[src/rtl/bram_port_arbiter.sv]
// -----------------------------------------------------------------------------
// bram_port_arbiter
//
// Shares one block-RAM port among CHANNELS independent requesters. A
// round-robin arbiter grants one request per cycle, the grant is registered
// onto the RAM port, and each read is tagged so that its data can be steered
// back to the issuing channel READ_LATENCY cycles after the RAM enable.
//
// Ports:
//   clk, rst         single rising-edge clock, asynchronous active-high reset
//   req_valid/we     per-channel request pending / write(1) or read(0)
//   req_addr/wdata   packed per-channel address and write data
//   req_ready        one-hot grant; a request is accepted on valid & ready
//   rsp_valid        one-hot read-data strobe for the issuing channel
//   rsp_data         read data shared by all channels, held between strobes
//   ram_en/we/addr/di  registered RAM port controls and write data
//   ram_do           RAM read data, valid READ_LATENCY cycles after ram_en
// -----------------------------------------------------------------------------
module bram_port_arbiter #(
    parameter int WORDSIZE     = 8,
    parameter int ADDRWIDTH    = 9,
    parameter int CHANNELS     = 4,
    parameter int READ_LATENCY = 1
) (
    input  logic                          clk,
    input  logic                          rst,
    input  logic [CHANNELS-1:0]           req_valid,
    input  logic [CHANNELS-1:0]           req_we,
    input  logic [CHANNELS*ADDRWIDTH-1:0] req_addr,
    input  logic [CHANNELS*WORDSIZE-1:0]  req_wdata,
    output logic [CHANNELS-1:0]           req_ready,
    output logic [CHANNELS-1:0]           rsp_valid,
    output logic [WORDSIZE-1:0]           rsp_data,
    output logic                          ram_en,
    output logic                          ram_we,
    output logic [ADDRWIDTH-1:0]          ram_addr,
    output logic [WORDSIZE-1:0]           ram_di,
    input  logic [WORDSIZE-1:0]           ram_do
);

    localparam int IDW = (CHANNELS > 1) ? $clog2(CHANNELS) : 1;

    // One entry per issued access; only reads ever produce a response.
    typedef struct packed {
        logic           is_read;
        logic [IDW-1:0] id;
    } trk_t;

    logic [IDW-1:0]       ptr;
    logic [IDW-1:0]       next_ptr;
    logic [IDW-1:0]       grant_id;
    logic                 grant_any;
    logic                 sel_we;
    logic [ADDRWIDTH-1:0] sel_addr;
    logic [WORDSIZE-1:0]  sel_wdata;
    logic [WORDSIZE-1:0]  rsp_data_q;
    trk_t                 trk [0:READ_LATENCY];

    // Round-robin search: walk the channels starting at the pointer, wrapping
    // modulo CHANNELS, and take the first one with a pending request.
    always_comb begin : arbitrate
        int idx;
        // NOTE: every signal written here gets a default first so no path
        // leaves it unassigned, which would otherwise infer a latch.
        grant_any = 1'b0;
        grant_id  = '0;
        sel_we    = 1'b0;
        sel_addr  = '0;
        sel_wdata = '0;
        idx       = 0;
        for (int k = 0; k < CHANNELS; k++) begin
            idx = int'(ptr) + k;
            if (idx >= CHANNELS) idx = idx - CHANNELS;
            if (!grant_any && req_valid[idx]) begin
                grant_any = 1'b1;
                grant_id  = IDW'(idx);
                sel_we    = req_we[idx];
                sel_addr  = req_addr[idx*ADDRWIDTH +: ADDRWIDTH];
                sel_wdata = req_wdata[idx*WORDSIZE +: WORDSIZE];
            end
        end
    end

    assign next_ptr  = (grant_id == IDW'(CHANNELS - 1)) ? '0 : grant_id + 1'b1;

    // Grant is purely combinational; forced low while reset is held.
    assign req_ready = (grant_any && !rst) ? (CHANNELS'(1) << grant_id) : '0;

    // Issue stage: the grant of this cycle becomes the RAM access of the next.
    // Address and write data hold when idle so the port does not toggle.
    // NOTE: state is updated with non-blocking assignments so every register
    // samples the values from before this edge, independent of statement order.
    always_ff @(posedge clk or posedge rst) begin
        if (rst) begin
            ptr      <= '0;
            ram_en   <= 1'b0;
            ram_we   <= 1'b0;
            ram_addr <= '0;
            ram_di   <= '0;
        end else begin
            ram_en <= grant_any;
            ram_we <= grant_any && sel_we;
            if (grant_any) begin
                ptr      <= next_ptr;
                ram_addr <= sel_addr;
                ram_di   <= sel_wdata;
            end
        end
    end

    // Response tracker: stage 0 lines up with ram_en, stage READ_LATENCY
    // lines up with valid ram_do.
    // NOTE: this small tag pipeline is reset on purpose so that reads in
    // flight at reset are dropped; a real data memory would not be reset.
    always_ff @(posedge clk or posedge rst) begin
        if (rst) begin
            for (int k = 0; k <= READ_LATENCY; k++) trk[k] <= '0;
        end else begin
            trk[0] <= trk_t'{is_read: grant_any && !sel_we, id: grant_id};
            for (int k = 1; k <= READ_LATENCY; k++) trk[k] <= trk[k-1];
        end
    end

    // Last delivered word, so rsp_data holds between strobes.
    always_ff @(posedge clk or posedge rst) begin
        if (rst) begin
            rsp_data_q <= '0;
        end else if (trk[READ_LATENCY].is_read) begin
            rsp_data_q <= ram_do;
        end
    end

    assign rsp_valid = trk[READ_LATENCY].is_read ? (CHANNELS'(1) << trk[READ_LATENCY].id) : '0;
    assign rsp_data  = trk[READ_LATENCY].is_read ? ram_do : rsp_data_q;

endmodule

[config.mk]
export PLATFORM = sky130hd
export DESIGN_NAME = bram_port_arbiter
export DESIGN_NICKNAME = d
export VERILOG_FILES = /design/src/rtl/bram_port_arbiter.sv
export SDC_FILE = /design/constraint.sdc
export NUM_CORES = 1
export LEC_CHECK = 0
export ABC_CLOCK_PERIOD_IN_PS = 5130
export BUFFER_PORTS_ARGS = -buffer_cell sky130_fd_sc_hd__buf_2
export CORE_MARGIN = 2
export CORE_UTILIZATION = 30
export CTS_CLUSTER_DIAMETER = 30
export DETAILED_ROUTE_END_ITERATION = 12
export PLACE_DENSITY = 0.56
export REMOVE_ABC_BUFFERS = 1
export SETUP_SLACK_MARGIN = 0.15
export SYNTH_ARGS = -nofsm -noshare
export SYNTH_HDL_FRONTEND = slang
export SYNTH_SLANG_ARGS = --single-unit
[constraint.sdc]
create_clock -name clk -period 5.13 [get_ports clk]
set_clock_uncertainty 0.1 [all_clocks]
set_input_delay 0.7695 -clock clk [delete_from_list [all_inputs] [get_ports clk]]
set_output_delay 0.7695 -clock clk [all_outputs]
set_load 0.1 [all_outputs]
==> flow_summary.ini <==
[outcome]
status = finished clean

[global_routing]
grt_antenna_before_repair = 1
grt_max_degree = 159
overflow = 0
gr-usage-all-layers_pct = 22.8
grt_pass1_vias = 7499
grt_pass1_wl_um = 46200

[logic_synthesis]
avgSynthCellArea_sq_um = 8.64
ys_ff_latch = 35
synth_edf_count = 0
async_reset_ff_share_pct = 100
synth_ff_type = dfrtp_1
netlist_area_sq_um = 7430
syn-instance-count = 859
seq_area_frac_synth_pct = 11.8
yosys_warnings = 0
ys_types = 68

[floorplanning]
rows = 57
initial_core_util_pct = 30.5
fp.coreArea_sq_um = 24300
die_width_um = 161
chipHeight_um = 161
ios = 121
die_area_sq_um = 26000

[place]
portBuffers = 120
place_congestion = 0.972
dp_hpwl_um = 21200
placed_cell_area_sq_um = 8170

[sta]
slew_viol_final = 0
period_needed_ps = 4670
max-slew-margin-rel_pct = 31.3
setup_viol = 0
fin_setup_tns_ps = 0
min_period_over_period_pct = 91.0
hold_viol_final = 0
worst_pin_slew_ps = 1030
rsz0062_at_grt = no
max_freq_mhz = 214

[cells_and_area]
final_cell_mix = buf_2 (118), mux4_2 (77), nor2_1 (71)
nNetsFinal = 1009
syn2layout_area_growth_pct = 12.5
drive_above_1_share_pct = 32.1
final_cell_area_sq_um = 8350
mostFrequentLayoutCell = buf_2

[job]
drv_cap = 0

[setup_path]
cp-end-kind = output pin
critPathKind = register to output pin
crit_arrival_ps = 3800
cp.required_ps = 4260
start_kind = register
worstPathMaxFanout = 20

[worst_hold_path]
holdCritPathClass = register to register

[clock_tree]
postCtsHoldBufs = 0
clk_pin_slew_worst_paths_ps = 60
numCtsBuffers = 5
cts_tree = done
clock_sinks = 35
cts_buffer_depth = 2
cts-root-buf = clkbuf_16
clkLatencyLatePin_ps = 280
ctsHtreeMaxLevel = 2

[routing]
vias = 7843
first_iter_violations = 1026
routed_via_density = 6.36
totalWireLength_um = 30200
dr.pass1.iters = 7
post-route-drc-count = 0
wire_per_inst_um = 24.5
antenna_left = 0
-- state kept, by name, summed over array words and instances, names as in the netlist --
register    count
ram_en          1
trk             6
rsp_data_q      8
ram_we          1
ram_di          8
ram_addr        9
ptr             2
-- stage by stage --
| stage | util, % | instances | hold WS [ps] | setup slack (ps) |
|---|---|---|---|---|
| floorplan | - | 757 | 231 | -8410 |
| global placement | 33.6 | 1223 | 234 | 818 |
| detailed placement | 33.6 | 1223 | 235 | 742 |
| CTS | 34.3 | 1231 | 246 | 426 |
| global route | 34.3 | 1231 | 269 | 179 |
| finish | 34.3 | 1233 | 246 | 461 |
-- Yosys cell counts, drive strengths merged (5+ instances only) --
library cell  number  area [sq um]
a211oi            12          90.1
a21boi             6          45.0
a21oi             51           255
a221o              6          60.1
a221oi            16           140
a22oi             17           128
a31oi             14          87.6
a32oi              5          43.8
and3              15          93.8
buf               55           313
clkbuf            47           178
dfrtp             35           876
ha                16           200
inv               15          56.3
mux2              50           563
mux2i             53           534
mux4              77          1730
nand2             65           251
nand2b            16           100
nand3             28           140
nor2              72           287
nor2b             12          75.1
nor3              10          50.1
nor3b              5          37.5
o211ai            22           165
o21ai             63           315
o221ai             6          52.6
o22ai             12          75.1
-- critical path, stage by stage (launching register included) --
cell,delay (ps)
dfrtp_4,600
inv_1,140
ha_4,300
mux4_2,670
nand2b_1,280
nand2_1,400
nor3_1,90
a21oi_1,260
inv_1,120
ha_1,210
and3_1,150
buf_2,280
-- repair_timing --
action                     CTS  global route
resized for setup            0             2
setup endpoints to repair    0             2
buffers inserted             0             0
-- logic make-up after synthesis --
group | count (synthesis) | synth area share (%)
mux | 180 | 38.1
compound gates | 268 | 24.0
fa+ha+maj | 17 | 2.97
buf+inv | 119 | 7.46
simple gates | 239 | 15.5
xor+xnor | 1 | 0.118
flops | 35 | 11.8
-- per-layer routing --
metal | GRT usage (%) | share of wire, % | up-vias
li1 | - | - | 3459
met1 | 31.5 | 41 | 3831
met4 | 8.89 | 3.6 | 0
met2 | 35.3 | 46 | 474
met3 | 4.31 | 9.9 | 79
met5 | 0 | 0 | -
-- final timing paths --
path,from,endpoint,slack [ps],cells past startpoint
hold reg to reg,trk[5]$_DFF_PP0_,trk[2]$_DFF_PP0_,250,0
hold / removal,trk[5]$_DFF_PP0_,trk[2]$_DFF_PP0_,250,0
max in group asynchronous,rst,ptr[0]$_DFFE_PP0P_,3720,3
setup / recovery,ptr[0]$_DFFE_PP0P_,req_ready[1],460,11
min in group asynchronous,rst,ram_di[1]$_DFFE_PP0P_,450,2
setup reg to reg,ptr[0]$_DFFE_PP0P_,ram_addr[1]$_DFFE_PP0P_,800,14
-- final cells by class --
| class | count | area (sq um) |
|---|---|---|
| fillers | 2532 | 16000 |
| multi-input cells | 705 | 6020 |
| flip-flops and latches | 35 | 881 |
| repair buffers | 142 | 812 |
| well taps | 324 | 405 |
| clock buffers | 5 | 125 |
| inverters | 17 | 63.8 |
| clock inverters | 3 | 43.8 |
| diodes | 2 | 5.00 |
Power is left out: the tool's default activity adds up to more than one toggle a clock period on the data nets, which glitch-free logic cannot reach.
